--- config.mk ---
export PLATFORM = sky130hd
export DESIGN_NAME = uart_rx_sampler
export DESIGN_NICKNAME = d
export VERILOG_FILES = /design/src/rtl/uart_rx_sampler.sv
export SDC_FILE = /design/constraint.sdc
export NUM_CORES = 1
export LEC_CHECK = 0
export BUFFER_PORTS_ARGS = -buffer_cell sky130_fd_sc_hd__buf_2
export CAP_MARGIN = 20
export CELL_PAD_IN_SITES_DETAIL_PLACEMENT = 0
export CELL_PAD_IN_SITES_GLOBAL_PLACEMENT = 1
export CORE_UTILIZATION = 39
export CTS_BUF_LIST = sky130_fd_sc_hd__clkbuf_4 sky130_fd_sc_hd__clkbuf_8 sky130_fd_sc_hd__clkbuf_16
export DETAILED_ROUTE_END_ITERATION = 7
export GPL_TIMING_DRIVEN = 0
export PLACE_DENSITY = 0.76
export SLEW_MARGIN = 25
export SYNTH_ARGS = -nofsm -noshare
export SYNTH_HDL_FRONTEND = slang
export SYNTH_SLANG_ARGS = --single-unit
--- constraint.sdc ---
create_clock -name clk -period 2.3 [get_ports clk]
set_clock_uncertainty 0.05 [all_clocks]
set_input_delay 0.115 -clock clk [delete_from_list [all_inputs] [get_ports clk]]
set_output_delay 0.115 -clock clk [all_outputs]
set_load 0.01 [all_outputs]
--- src/rtl/uart_rx_sampler.sv ---
// uart_rx_sampler: synchronised UART receiver with mid-bit sampling, framing check and valid/ready output
module uart_rx_sampler #(
  parameter int WIDTH = 8,
  parameter int CLKS_PER_BIT = 16
) (
  input  logic             clk,
  input  logic             reset,
  input  logic             rx_in,
  output logic [WIDTH-1:0] data_out,
  output logic             data_valid,
  input  logic             data_ready,
  output logic             frame_err,
  output logic             overrun
);
  localparam int TW = $clog2(CLKS_PER_BIT);
  localparam int IW = $clog2(WIDTH + 1);
  localparam logic [TW-1:0] HALF = TW'(CLKS_PER_BIT / 2 - 1);
  localparam logic [TW-1:0] FULL = TW'(CLKS_PER_BIT - 1);
  typedef enum logic [2:0] {IDLE, START, DATA, STOP, BRK} state_t;
  state_t state, nxt;
  logic s1, rx_s, hit, good, load;
  logic [TW-1:0] timer;
  logic [IW-1:0] idx;
  logic [WIDTH-1:0] sr;
  // two-flop synchroniser, idles high so reset never fakes a start bit
  always_ff @(posedge clk or negedge reset)
    if (!reset) {s1, rx_s} <= 2'b11;
    else {s1, rx_s} <= {rx_in, s1};
  // state register
  always_ff @(posedge clk or negedge reset)
    if (!reset) state <= IDLE;
    else state <= nxt;
  // timer target per state, stop-bit load decision and next state
  always_comb begin
    hit = timer == (state == START ? HALF : FULL);
    good = state == STOP && hit && rx_s;
    load = good && (!data_valid || data_ready);
    nxt = state;
    case (state)
      IDLE:  nxt = rx_s ? IDLE : START;
      START: nxt = hit ? (rx_s ? IDLE : DATA) : START;
      DATA:  nxt = hit && idx == IW'(WIDTH - 1) ? STOP : DATA;
      STOP:  nxt = hit ? (rx_s ? IDLE : BRK) : STOP;
      BRK:   nxt = rx_s ? IDLE : BRK;
      default: nxt = IDLE;
    endcase
  end
  // bit timer restarts on every state entry; shift register fills LSB-first via right shift
  always_ff @(posedge clk or negedge reset)
    if (!reset) begin
      timer <= '0;
      idx <= '0;
      sr <= '0;
    end else begin
      timer <= (nxt != state || hit || state == IDLE || state == BRK) ? '0 : timer + 1'b1;
      idx <= state == START && hit ? '0 : state == DATA && hit ? idx + 1'b1 : idx;
      sr <= state == DATA && hit ? {rx_s, sr[WIDTH-1:1]} : sr;
    end
  // output word, handshake and one-cycle error pulses
  always_ff @(posedge clk or negedge reset)
    if (!reset) begin
      data_out <= '0;
      data_valid <= 1'b0;
      frame_err <= 1'b0;
      overrun <= 1'b0;
    end else begin
      data_out <= load ? sr : data_out;
      data_valid <= load ? 1'b1 : data_valid && data_ready ? 1'b0 : data_valid;
      frame_err <= state == STOP && hit && !rx_s;
      overrun <= good && !load;
    end
endmodule

### Yosys cells after proc, flatten, opt, wreduce, memory -nomap -nowiden

Cells that the tools add are included.
Widths: inputs -> output; s select.

* bits in registers: 32
* bits in latches: 0
* memory bits (writable): 0
* ROM bits: 0
* input bits: 4
* memories: 0

* add/sub/neg operators: 2
* $mul: 0
* divide/modulo/power cells: 0
* magnitude comparators: 0
* equal/unequal tests: 7
* shift operators: 0
* mux-type cells: 13
* bitwise operators: 0
* reduce and logical (&&, ||, !) cells: 19

Operators by type and width (count)
* $mux 4: 4
* $pmux 3 s5: 1
* $logic_and 1x1->1: 9
* $add 4x1->4 const B: 2
* $eq 3x2->1 const B: 2
* $mux 3: 2
* $eq 4x3->1 const B: 1
* $eq 4x4->1: 1
* $logic_or 1x1->1: 4
* $mux 1: 4
* $mux 2: 2
* $reduce_bool 2->1: 2
* $eq 3x1->1 const B: 1
* $eq 3x3->1 const B: 1
* $logic_not 1->1: 3
* $logic_not 3->1: 1
* $ne 3x3->1: 1

### Logic depth before layout (Yosys ltp)

Gate-level depths: netlist (run 1).

* word-level depth: 11
* depth in mapped cells: 5
* depth with buffers taken out: 4

### Least setup slack after synthesis (run 1)

No wires, ideal clock.

* path kind: register -> register
* start: register timer[0]
* end: register data_out[0]
* setup time: 125 ps
* arrival time: 1571 ps
* slack: 555 ps
* cell stages (with the launch flop): 5
* buffers on the path: 0
* cell sequence: dfrtp_1 ha_1 nand2_4 nor4b_4 mux2_2

* longest elaborated chain between the ends: 4

Ends and longest elaborated chain
* start, declared: RTL line 22 `logic [TW-1:0] timer;`
* start signal, assigned: RTL line 55 `timer <= (nxt != state || hit || state == IDLE || state == BRK) ? '0 : timer + 1'b1;`
* $eq 4x4->1: RTL line 35 `hit = timer == (state == START ? HALF : FULL);`
* $logic_and 1x1->1 (2 in series): RTL line 36 `good = state == STOP && hit && rx_s;`
* $logic_and 1x1->1: RTL line 37 `load = good && (!data_valid || data_ready);`
* end signal, assigned: RTL line 67 `data_out <= load ? sr : data_out;`
* end, declared: RTL line 9 `output logic [WIDTH-1:0] data_out,`

No other way between the ends.
A chain may end at the register's enable or synchronous reset.

### Worst setup path in the final report (run 1)

* start: register timer[0]
* end: register data_out[4]

The elaborated chain is that of the path after synthesis.

==> impl_metrics.yaml, run 1 <==
status:
  run_status: "complete, no violations"
critical_path:
  crit-reg2reg-capture: "data_out[4]$_DFFE_PN0P_"
  path_class: "flop to flop"
  critPathCaptureType: "flop"
  critPathArrivalTime_ps: 2110
  timing.critical_path.required_ps: 2460
  worstRegToRegCells: 4
  worst_r2r_startpoint: "timer[0]$_DFF_PN0_"
  timing.critical_path.from_type: "flop"
  r2r_setup_slack_ps: 350
  critical_path.max_fanout: 10
synthesis:
  synthesis.area_per_instance_um2: 13.1
  netlist_instances: 105
  synth.top_cell.area_share_pct: 54.5
  yosys_warnings: 0
  post_synth_most_frequent_cells: "sky130_fd_sc_hd__dfrtp_1 (30), sky130_fd_sc_hd__mux2_2 (16), sky130_fd_sc_hd__nor2_1 (9)"
  netlist_area_um2: 1380
  seq_area_frac_synth_pct: 58.4
  synth.top_cells.by_area: "sky130_fd_sc_hd__dfrtp_1 (55%), sky130_fd_sc_hd__mux2_2 (13%), sky130_fd_sc_hd__dfstp_2 (3.8%), sky130_fd_sc_hd__nor2_1 (2.5%), sky130_fd_sc_hd__ha_1 (1.8%)"
  ys_seq_elements: 32
  synthesis.nets: 111
  share_of_flip_flops_with_an_asynchronous_set_or_reset_pct: 100
  synthDistinctLibCells: 35
  synth.most_common_cell: "sky130_fd_sc_hd__dfrtp_1"
  synth_top_area_cell: "sky130_fd_sc_hd__dfrtp_1"
  synth_enable_flop_cells: 0
  synth_flop_cell: "sky130_fd_sc_hd__dfrtp_1"
clock_network:
  clk_root_buffer_cell: "sky130_fd_sc_hd__clkbuf_4"
  clock_network_latency_to_the_later_pin_of_the_worst_skew_pair_ps: 320
  path_clk_slew_ps: 100
  cts_tree: "built"
  cts_max_level: 2
  cts_sinks: 32
  cts_made_buffers: 5
  cts.path.max_buffers: 2
global_route:
  groute.usage.overall_pct: 14.2
  gr-total-overflow: 0
  first_global_vias: 847
  grt_antenna_before_repair: 0
  global_route_wire_length_before_repair_um: 3760
  largest_net_degree_at_the_start_of_global_routing: 33
timing:
  drv_slew: 0
  grt_setup_unrepaired: "no"
  timing.setup.tns_ps: 0
  tightest_slew_ps: 680
  fmax_mhz: 513
  finalWorstSetupSlack_ps: 350
  slew_headroom_pct: 54.7
  fin_crit_sh_pct: 84.8
  report.final.setup_viol: 0
  final_hold_viol_count: 0
  final_critical_delay_including_setup_and_external_delays_ps: 1950
pwr:
  switching_power_uw: 463
  peakVddDrop_mv: 0.454
  power.total_mw: 1.43
  power_density_nw_per_um2: 899
  power_switching_share_pct: 32.4
  share_of_power_burned_in_the_clock_network_pct: 24.5
  static-leakage-power_nw: 0.786
  power_report.internal_total_uw: 965
  seq_power_share_pct: 48.7
  combPwrFrac_pct: 26.8
placed_design:
  place_worst_setup_slack_ps: 340
  hpwl_um: 1580
  dp.cells: 165
  gpl.final_weighted_congestion: 0.817
  port_buffers: 14
die:
  die_x_um: 61.4
  die_area_um2: 3770
  core_um2: 3360
  floorplan.initialDensity_pct: 40.9
  core.rowCount: 21
  die_height_um: 61.4
  ios: 15
routing:
  detail_route.iter0.violations: 48
  route.top_layer_used: "met4"
  average_routed_wire_per_standard_cell_um: 12.8
  drc: 0
  drt_first_pass_iters: 2
  routed_wl_um: 2230
  dr_total_vias: 858
  met3RoutedLength_um: 77
  drt-met1-wl_um: 1090
  met2RoutedLength_um: 1030
  detail-route-antenna-nets: 0
  detail_route.vias_per_cell: 4.93
finish:
  fillerInstances: 329
  count_of_placed_standard_cells_in_the_final_layout_fillers_left_out: 174
  num_antenna_cells: 0
  layout-drive-gt1-share_pct: 36.7
  design.final.nets: 134
  areaGrowthSynthToFinish_pct: 15.5
worst_hold_path:
  worst_hold_path.endpoint: "overrun$_DFF_PN0_"
  min-delay-path-class: "input port to flop"
  min_from: "data_ready"
  min_delay_path_depth: 3
run:
  cap_violations: 0
## critical path, cell delays in order (launching register included)
cell and delay [ps]:
sky130_fd_sc_hd__dfrtp_1 370, sky130_fd_sc_hd__ha_1 270, sky130_fd_sc_hd__nand2_4 140, sky130_fd_sc_hd__nor4b_4 600, sky130_fd_sc_hd__mux2_2 410
## state kept, by name, indices dropped and copies added (netlist names)
name        flops
data_out        8
data_valid      1
frame_err       1
idx             4
overrun         1
rx_s            1
s1              1
sr              8
state           3
timer           4
## per-layer routing
| metal | global-route usage [%] | vias to the layer above |
|---|---|---|
| li1 | - | 424 |
| met1 | 18.3 | 418 |
| met2 | 21.9 | 11 |
| met3 | 4.41 | 5 |
| met4 | 6.67 | 0 |
| met5 | 0 | - |
## per-stage QoR
| stage | util, % | hold WS [ps] | cell area, µm² |
|---|---|---|---|
| finish | 47.2 | 41.9 | 1590 |
| global route | 47.2 | 73.3 | 1590 |
| floorplan | - | -231 | 1380 |
| detailed placement | 44.7 | 154 | 1500 |
| global placement | 44.7 | 143 | 1500 |
| CTS | 47.2 | 32.1 | 1590 |
## power by group through the flow
stage                     Combinational (mW)  Clock (mW)  Sequential, mW
after floorplan                        0.309           0           0.695
after global placement                 0.376           0           0.703
after detailed placement               0.383           0           0.707
after CTS                              0.389       0.360           0.697
after global routing                   0.442       0.377           0.707
final                                  0.383       0.350           0.695
## how the worst max path moves through the flow
stage                                  start                 endpoint  cells after the start
after floorplan           timer[0]$_DFF_PN0_  data_out[0]$_DFFE_PN0P_                      4
after global placement    timer[0]$_DFF_PN0_  data_out[5]$_DFFE_PN0P_                      4
after detailed placement  timer[0]$_DFF_PN0_  data_out[4]$_DFFE_PN0P_                      4
after CTS                 timer[0]$_DFF_PN0_  data_out[4]$_DFFE_PN0P_                      4
after global routing      timer[0]$_DFF_PN0_  data_out[2]$_DFFE_PN0P_                      4
final                     timer[0]$_DFF_PN0_  data_out[4]$_DFFE_PN0P_                      4
## kinds of logic after synthesis
| logic type | count (synthesis) | share of synthesized area (%) |
|---|---|---|
| multiplexers | 17 | 13.8 |
| XOR/XNOR | 3 | 1.91 |
| AND/OR/NAND/NOR | 31 | 14.7 |
| AO/OA/AOI/OAI | 14 | 7.36 |
| buffers and inverters | 6 | 2.00 |
| flip-flops | 32 | 58.4 |
| adder cells (fa/ha/maj) | 2 | 1.82 |
## what timing repair did
| action | in CTS | in global routing |
|---|---|---|
| hold buffers | 2 | 0 |
| endpoints found under the hold margin | 31 | 0 |
| gates resized for setup | 0 | 0 |
| buffers inserted | 0 | 0 |
## layout make-up
| class | instances | area, µm² | area share [%] |
|---|---|---|---|
| Sequential cell | 32 | 803 | 50.6 |
| Timing Repair Buffer | 16 | 90.1 | 5.67 |
| Tap cell | 46 | 57.6 | 3.62 |
| Clock buffer | 7 | 65.1 | 4.09 |
| Buffer | 3 | 16.3 | 1.02 |
| Multi-Input combinational cell | 67 | 546 | 34.3 |
| Inverter | 3 | 11.3 | 0.709 |
## layout by cell type (no fill, tap or decap), types with 2 or more instances in the layout
cell,instances
sky130_fd_sc_hd__dfstp_2,2
sky130_fd_sc_hd__dfrtp_1,30
sky130_fd_sc_hd__nand2_1,2
sky130_fd_sc_hd__nand3b_1,2
sky130_fd_sc_hd__mux2_2,16
sky130_fd_sc_hd__buf_2,15
sky130_fd_sc_hd__xnor2_1,2
sky130_fd_sc_hd__nor2_1,9
sky130_fd_sc_hd__nand3_1,4
sky130_fd_sc_hd__clkbuf_8,2
sky130_fd_sc_hd__clkbuf_4,5
sky130_fd_sc_hd__nand2b_1,2
sky130_fd_sc_hd__o221ai_1,2
sky130_fd_sc_hd__o21ai_0,2
sky130_fd_sc_hd__dlygate4sd3_1,2
sky130_fd_sc_hd__inv_1,3
sky130_fd_sc_hd__a21oi_1,3
sky130_fd_sc_hd__o31ai_1,3
sky130_fd_sc_hd__ha_1,2
sky130_fd_sc_hd__nor3_1,2
Note: power is estimated with default switching activity, not from simulation.
==> inputs of run 2 (changes only) <==
--- a/config.mk
+++ b/config.mk
@@ -13,7 +13,7 @@
 export CTS_BUF_LIST = sky130_fd_sc_hd__clkbuf_4 sky130_fd_sc_hd__clkbuf_8 sky130_fd_sc_hd__clkbuf_16
 export DETAILED_ROUTE_END_ITERATION = 7
 export GPL_TIMING_DRIVEN = 0
-export PLACE_DENSITY = 0.76
+export PLACE_DENSITY = 0.78
 export SLEW_MARGIN = 25
 export SYNTH_ARGS = -nofsm -noshare
 export SYNTH_HDL_FRONTEND = slang
==> constraint.sdc (replaced) <==
create_clock -name clk -period 1.6 [get_ports clk]
set_clock_uncertainty 0.05 [all_clocks]
set_input_delay 0.08 -clock clk [delete_from_list [all_inputs] [get_ports clk]]
set_output_delay 0.08 -clock clk [all_outputs]
set_load 0.01 [all_outputs]
==> run 2 against run 1 <==
The flow now finishes with violations (negative setup slack). Cell count rose by 8.0%. Maximum frequency rose by 21%. Combinational power rose by 96%. Sequential cell count did not move. Critical path type unchanged. Largest power group unchanged.
==> impl_metrics.yaml, run 2 (synthesis results as in run 1) <==
routing:
  met2RoutedLength_um: 1220
  routed_wl_um: 2630
  dr_total_vias: 935
  route.top_layer_used: "met4"
  drc: 0
  drt-met1-wl_um: 1260
  detail-route-antenna-nets: 0
  average_routed_wire_per_standard_cell_um: 14.0
  drt_first_pass_iters: 4
  met3RoutedLength_um: 122
  detail_route.iter0.violations: 64
  detail_route.vias_per_cell: 4.97
timing:
  fmax_mhz: 622
  fin_crit_sh_pct: 101
  report.final.setup_viol: 5
  grt_setup_unrepaired: "yes"
  slew_headroom_pct: 54.5
  finalWorstSetupSlack_ps: -8.22
  final_critical_delay_including_setup_and_external_delays_ps: 1610
  tightest_slew_ps: 682
  finalHoldWorstSlack_ps: 285
  final_hold_viol_count: 0
  drv_slew: 0
global_route:
  gr-total-overflow: 0
  groute.usage.overall_pct: 15.2
  global_route_wire_length_before_repair_um: 4020
  first_global_vias: 885
  largest_net_degree_at_the_start_of_global_routing: 33
  grt_antenna_before_repair: 0
placed_design:
  port_buffers: 14
  gpl.final_weighted_congestion: 0.805
  place_area_um2: 1530
  hpwl_um: 1530
  dp.cells: 165
finish:
  post-route-util_pct: 54.8
  count_of_placed_standard_cells_in_the_final_layout_fillers_left_out: 188
  layout_top_registers: "data_out: 8 flops, sr: 8 flops"
  num_antenna_cells: 0
  design.final.nets: 147
  fillerInstances: 301
  finalInstanceArea_um2: 1840
  areaGrowthSynthToFinish_pct: 34.0
  layout-drive-gt1-share_pct: 47.2
  final_cell_mix: "sky130_fd_sc_hd__dfrtp_1 (29), sky130_fd_sc_hd__mux2_4 (16), sky130_fd_sc_hd__buf_2 (14), sky130_fd_sc_hd__buf_4 (10), sky130_fd_sc_hd__nor2_1 (8)"
  layout.cells.most_common: "sky130_fd_sc_hd__dfrtp_1"
die:
  core_um2: 3360
  core.rowCount: 21
  die_height_um: 61.4
  ios: 15
  die_area_um2: 3770
  die_x_um: 61.4
  floorplan.initialDensity_pct: 40.9
critical_path:
  critPathArrivalTime_ps: 1780
  worst_path_max_delay_cell: "sky130_fd_sc_hd__dfrtp_1"
  critical-path-max-stage-delay_ps: 400
  path_class: "flop to flop"
  timing.critical_path.required_ps: 1770
  crit_chain: "ha_4, nand2_4, nor4b_4, buf_6, mux2_4"
  cp_top_family: "flip-flops"
  critical_path.max_fanout: 10
  timing.critical_path.from_type: "flop"
  critPathCaptureType: "flop"
  critical_path.n_buffers_inverters: 1
clock_network:
  clk_root_buffer_cell: "sky130_fd_sc_hd__clkbuf_4"
  clock_network_latency_to_the_later_pin_of_the_worst_skew_pair_ps: 330
  cts_sinks: 32
  cts_max_level: 2
  path_clk_slew_ps: 100
  cts_made_buffers: 5
  cts_tree: "built"
  cts.path.max_buffers: 2
pwr:
  peakVddDrop_mv: 0.698
  power_density_nw_per_um2: 1330
  static-leakage-power_nw: 0.900
  power.total_mw: 2.46
run:
  cap_violations: 0
worst_hold_path:
  min-delay-path-class: "input port to async pin"
status:
  failing_checks: "negative setup slack"
  run_status: "finished with violations"
## run 2: changes by cell type in the layout (fill, tap and decap cells not counted), sizes merged
cell         change
dlygate4sd3      +1
buf             +12
bufinv           +1
## run 2: cell type report
type / count / area, µm² / area share [%]
Sequential cell: 32 / 805 / 43.6
Inverter: 3 / 11.3 / 0.611
Timing Repair Buffer: 29 / 206 / 11.2
Clock buffer: 7 / 65.1 / 3.53
Tap cell: 46 / 57.6 / 3.12
Clock inverter: 1 / 30.0 / 1.63
Multi-Input combinational cell: 67 / 642 / 34.8
Buffer: 3 / 27.5 / 1.49
## run 2: metal layers
metal  up-vias  track usage [%]
li1        453                -
met1       461             19.4
met2        17             22.5
met3         4             8.19
met4         0             4.44
met5         -                0
## run 2: report_power, final
part	internal (mW)	switching (mW)	total, mW
Clock	0.415	0.274	0.689
Combinational	0.358	0.391	0.749
Sequential	0.917	0.104	1.02
Total	1.69	0.769	2.46
## run 2: worst reg2reg max path, cell delays in order, from the launching register on
cell,delay (ps)
sky130_fd_sc_hd__dfrtp_1,400
sky130_fd_sc_hd__ha_4,170
sky130_fd_sc_hd__nand2_4,110
sky130_fd_sc_hd__nor4b_4,290
sky130_fd_sc_hd__buf_6,190
sky130_fd_sc_hd__mux2_4,300
## run 2: final timing paths
path / start / to / slack [ps] / cells past startpoint
max: timer[1]$_DFF_PN0_ / data_out[5]$_DFFE_PN0P_ / -8 / 5
min: reset / sr[1]$_DFFE_PN0P_ / 290 / 2
max reg2reg: timer[1]$_DFF_PN0_ / data_out[5]$_DFFE_PN0P_ / -8 / 5
min reg2reg: s1$_DFF_PN1_ / rx_s$_DFF_PN1_ / 310 / 0
max in group asynchronous: reset / timer[3]$_DFF_PN0_ / 720 / 2
min in group clk: s1$_DFF_PN1_ / rx_s$_DFF_PN1_ / 310 / 0
## run 2: metrics by stage
step,setup TNS [ps],setup WS (ps)
after detailed placement,-3450,-250
after global placement,-3060,-233
after CTS,-223,-28.5
after floorplan,-427,-59.3
final,-24.8,-8.22
after global routing,-714,-70.7
## run 2: what timing repair did
| item | in CTS | in global routing |
|---|---|---|
| hold buffers | 3 | 0 |
| endpoints found under the hold margin | 33 | 0 |
| buffers inserted | 11 | 1 |
| gates cloned | 0 | 0 |
| endpoints found under the setup margin | 22 | 18 |
| pin swaps | 3 | 4 |
| resized for setup | 19 | 5 |
==> inputs of run 3 (changes only) <==
--- a/config.mk
+++ b/config.mk
@@ -9,11 +9,12 @@
 export CAP_MARGIN = 20
 export CELL_PAD_IN_SITES_DETAIL_PLACEMENT = 0
 export CELL_PAD_IN_SITES_GLOBAL_PLACEMENT = 1
+export CORE_MARGIN = 8
 export CORE_UTILIZATION = 39
 export CTS_BUF_LIST = sky130_fd_sc_hd__clkbuf_4 sky130_fd_sc_hd__clkbuf_8 sky130_fd_sc_hd__clkbuf_16
 export DETAILED_ROUTE_END_ITERATION = 7
 export GPL_TIMING_DRIVEN = 0
-export PLACE_DENSITY = 0.78
+export PLACE_DENSITY = 0.79
 export SLEW_MARGIN = 25
 export SYNTH_ARGS = -nofsm -noshare
 export SYNTH_HDL_FRONTEND = slang
==> run 3 against run 2 <==
The flow still finishes with violations (negative setup slack). Count of clock-buffer cells in the layout decreased by 1. Hold slack got worse by 23 ps. Maximum frequency down 2.9%. Register-to-register slack got worse by 50 ps.
==> impl_metrics.yaml, run 3 (synthesis results as in run 1) <==
global_route:
  grt_antenna_before_repair: 0
  global_route_wire_length_before_repair_um: 4730
  gr-total-overflow: 0
  groute.usage.overall_pct: 11.4
  largest_net_degree_at_the_start_of_global_routing: 33
  first_global_vias: 1008
critical_path:
  crit_chain: "ha_4, nand2_8, buf_6, nor3_4, buf_12, mux2_2"
  path_class: "flop to flop"
  critical_path.max_fanout: 8
  crit-reg2reg-capture: "sr[7]$_DFFE_PN0P_"
  critical-path-max-stage-delay_ps: 410
  critPathCaptureType: "flop"
  timing.critical_path.required_ps: 1770
  worst_r2r_startpoint: "timer[0]$_DFF_PN0_"
  worstRegToRegCells: 6
  critPathArrivalTime_ps: 1820
  r2r_setup_slack_ps: -60
  timing.critical_path.from_type: "flop"
  worst_path_max_delay_cell: "sky130_fd_sc_hd__dfrtp_1"
die:
  die_area_um2: 5690
  die_height_um: 75.4
  core.rowCount: 21
  die_x_um: 75.4
  core_um2: 3360
  floorplan.initialDensity_pct: 40.9
  ios: 15
timing:
  tightest_slew_ps: 689
  slew_headroom_pct: 54.1
  fmax_mhz: 604
  finalHoldWorstSlack_ps: 263
  final_critical_delay_including_setup_and_external_delays_ps: 1660
  report.final.setup_viol: 16
  fin_crit_sh_pct: 104
  final_hold_viol_count: 0
  finalWorstSetupSlack_ps: -56.8
  drv_slew: 0
  timing.setup.tns_ps: -537
  grt_setup_unrepaired: "yes"
clock_network:
  clk_root_buffer_cell: "sky130_fd_sc_hd__clkbuf_4"
  cts_tree: "built"
  path_clk_slew_ps: 100
  cts_made_buffers: 5
  cts_max_level: 2
  cts_sinks: 32
  clock_network_latency_to_the_later_pin_of_the_worst_skew_pair_ps: 330
  cts.path.max_buffers: 2
routing:
  detail-route-antenna-nets: 0
  average_routed_wire_per_standard_cell_um: 15.6
  drt_first_pass_iters: 4
  dr_total_vias: 955
  routed_wl_um: 2940
  detail_route.vias_per_cell: 5.08
  drc: 0
  detail_route.iter0.violations: 68
status:
  run_status: "finished with violations"
  failing_checks: "negative setup slack"
pwr:
  power_density_nw_per_um2: 1250
  peakVddDrop_mv: 0.572
  static-leakage-power_nw: 0.870
  power.total_mw: 2.27
finish:
  num_antenna_cells: 0
  storage_cell_area_um2: 803
  area_of_the_multi_input_gates_um2: 647
  final_cell_mix: "sky130_fd_sc_hd__dfrtp_1 (30), sky130_fd_sc_hd__buf_2 (15), sky130_fd_sc_hd__mux2_4 (15), sky130_fd_sc_hd__buf_4 (10), sky130_fd_sc_hd__nor2_1 (9)"
  areaGrowthSynthToFinish_pct: 31.8
  layout.cells.most_common: "sky130_fd_sc_hd__dfrtp_1"
  fillerInstances: 305
  post-route-util_pct: 53.9
  layout-drive-gt1-share_pct: 47.2
  layout_top_registers: "data_out: 8 flops, sr: 8 flops"
  design.final.nets: 148
run:
  cap_violations: 0
worst_hold_path:
  min-delay-path-class: "input port to async pin"
placed_design:
  port_buffers: 14
  gpl.final_weighted_congestion: 0.780
  hpwl_um: 1790
[run 3: final cells by class]
class	instances	share of cell area, %
Buffer	3	1.52
Clock buffer	6	2.48
Clock inverter	1	0.276
Inverter	3	0.621
Multi-Input combinational cell	67	35.7
Sequential cell	32	44.3
Tap cell	46	3.17
Timing Repair Buffer	30	12.0
[run 3: metal layers]
metal / wire length, µm / track usage [%] / up-vias / share of wire (%)
met5: 0 / 0 / - / 0
met4: 46 / 6.82 / 0 / 1.6
met3: 117 / 3.82 / 6 / 4.0
met2: 1440 / 18.3 / 21 / 49
met1: 1340 / 12.9 / 477 / 46
li1: - / - / 451 / -
[run 3: report_power, final]
group | internal (mW) | switching, mW | total [mW]
clock network | 0.178 | 0.254 | 0.433
registers | 0.915 | 0.108 | 1.02
logic | 0.402 | 0.413 | 0.815
[run 3: worst max path at each step]
stage / slack, ps / to / startpoint / depth (start not counted)
6_report: -60 / sr[7]$_DFFE_PN0P_ / timer[0]$_DFF_PN0_ / 6
5_1_grt: -120 / data_out[4]$_DFFE_PN0P_ / rx_s$_DFF_PN1_ / 4
4_1_cts: -30 / data_out[3]$_DFFE_PN0P_ / timer[1]$_DFF_PN0_ / 5
3_5_place_dp: -280 / data_out[6]$_DFFE_PN0P_ / timer[0]$_DFF_PN0_ / 4
3_3_place_gp: -230 / data_out[5]$_DFFE_PN0P_ / state[2]$_DFF_PN0_ / 3
2_1_floorplan: -60 / data_out[0]$_DFFE_PN0P_ / rx_s$_DFF_PN1_ / 3
[run 3: through the flow]
| step | instances | setup slack [ps] | cell area (µm²) |
|---|---|---|---|
| after global routing | 188 | -125 | 1810 |
| after floorplan | 105 | -59.3 | 1400 |
| final | 188 | -56.8 | 1810 |
| after CTS | 187 | -32.2 | 1760 |
| after global placement | 165 | -230 | 1530 |
| after detailed placement | 165 | -275 | 1530 |
[run 3: worst max-delay path, delay by kind of cell (launching register included)]
| kind | cells | cell delay (ps) |
|---|---|---|
| mux | 1 | 330 |
| fa+ha+maj | 1 | 190 |
| flops | 1 | 410 |
| buf+inv | 2 | 310 |
| simple gates | 2 | 260 |
[run 3: timing repair]
action                     4_1_cts  5_1_grt
setup buffers                   12        1
hold buffers                     3        0
hold endpoints to repair        33        0
gates cloned                     0        0
setup endpoints to repair       22       21
gates resized for setup         12       13
pin swaps                        4        5
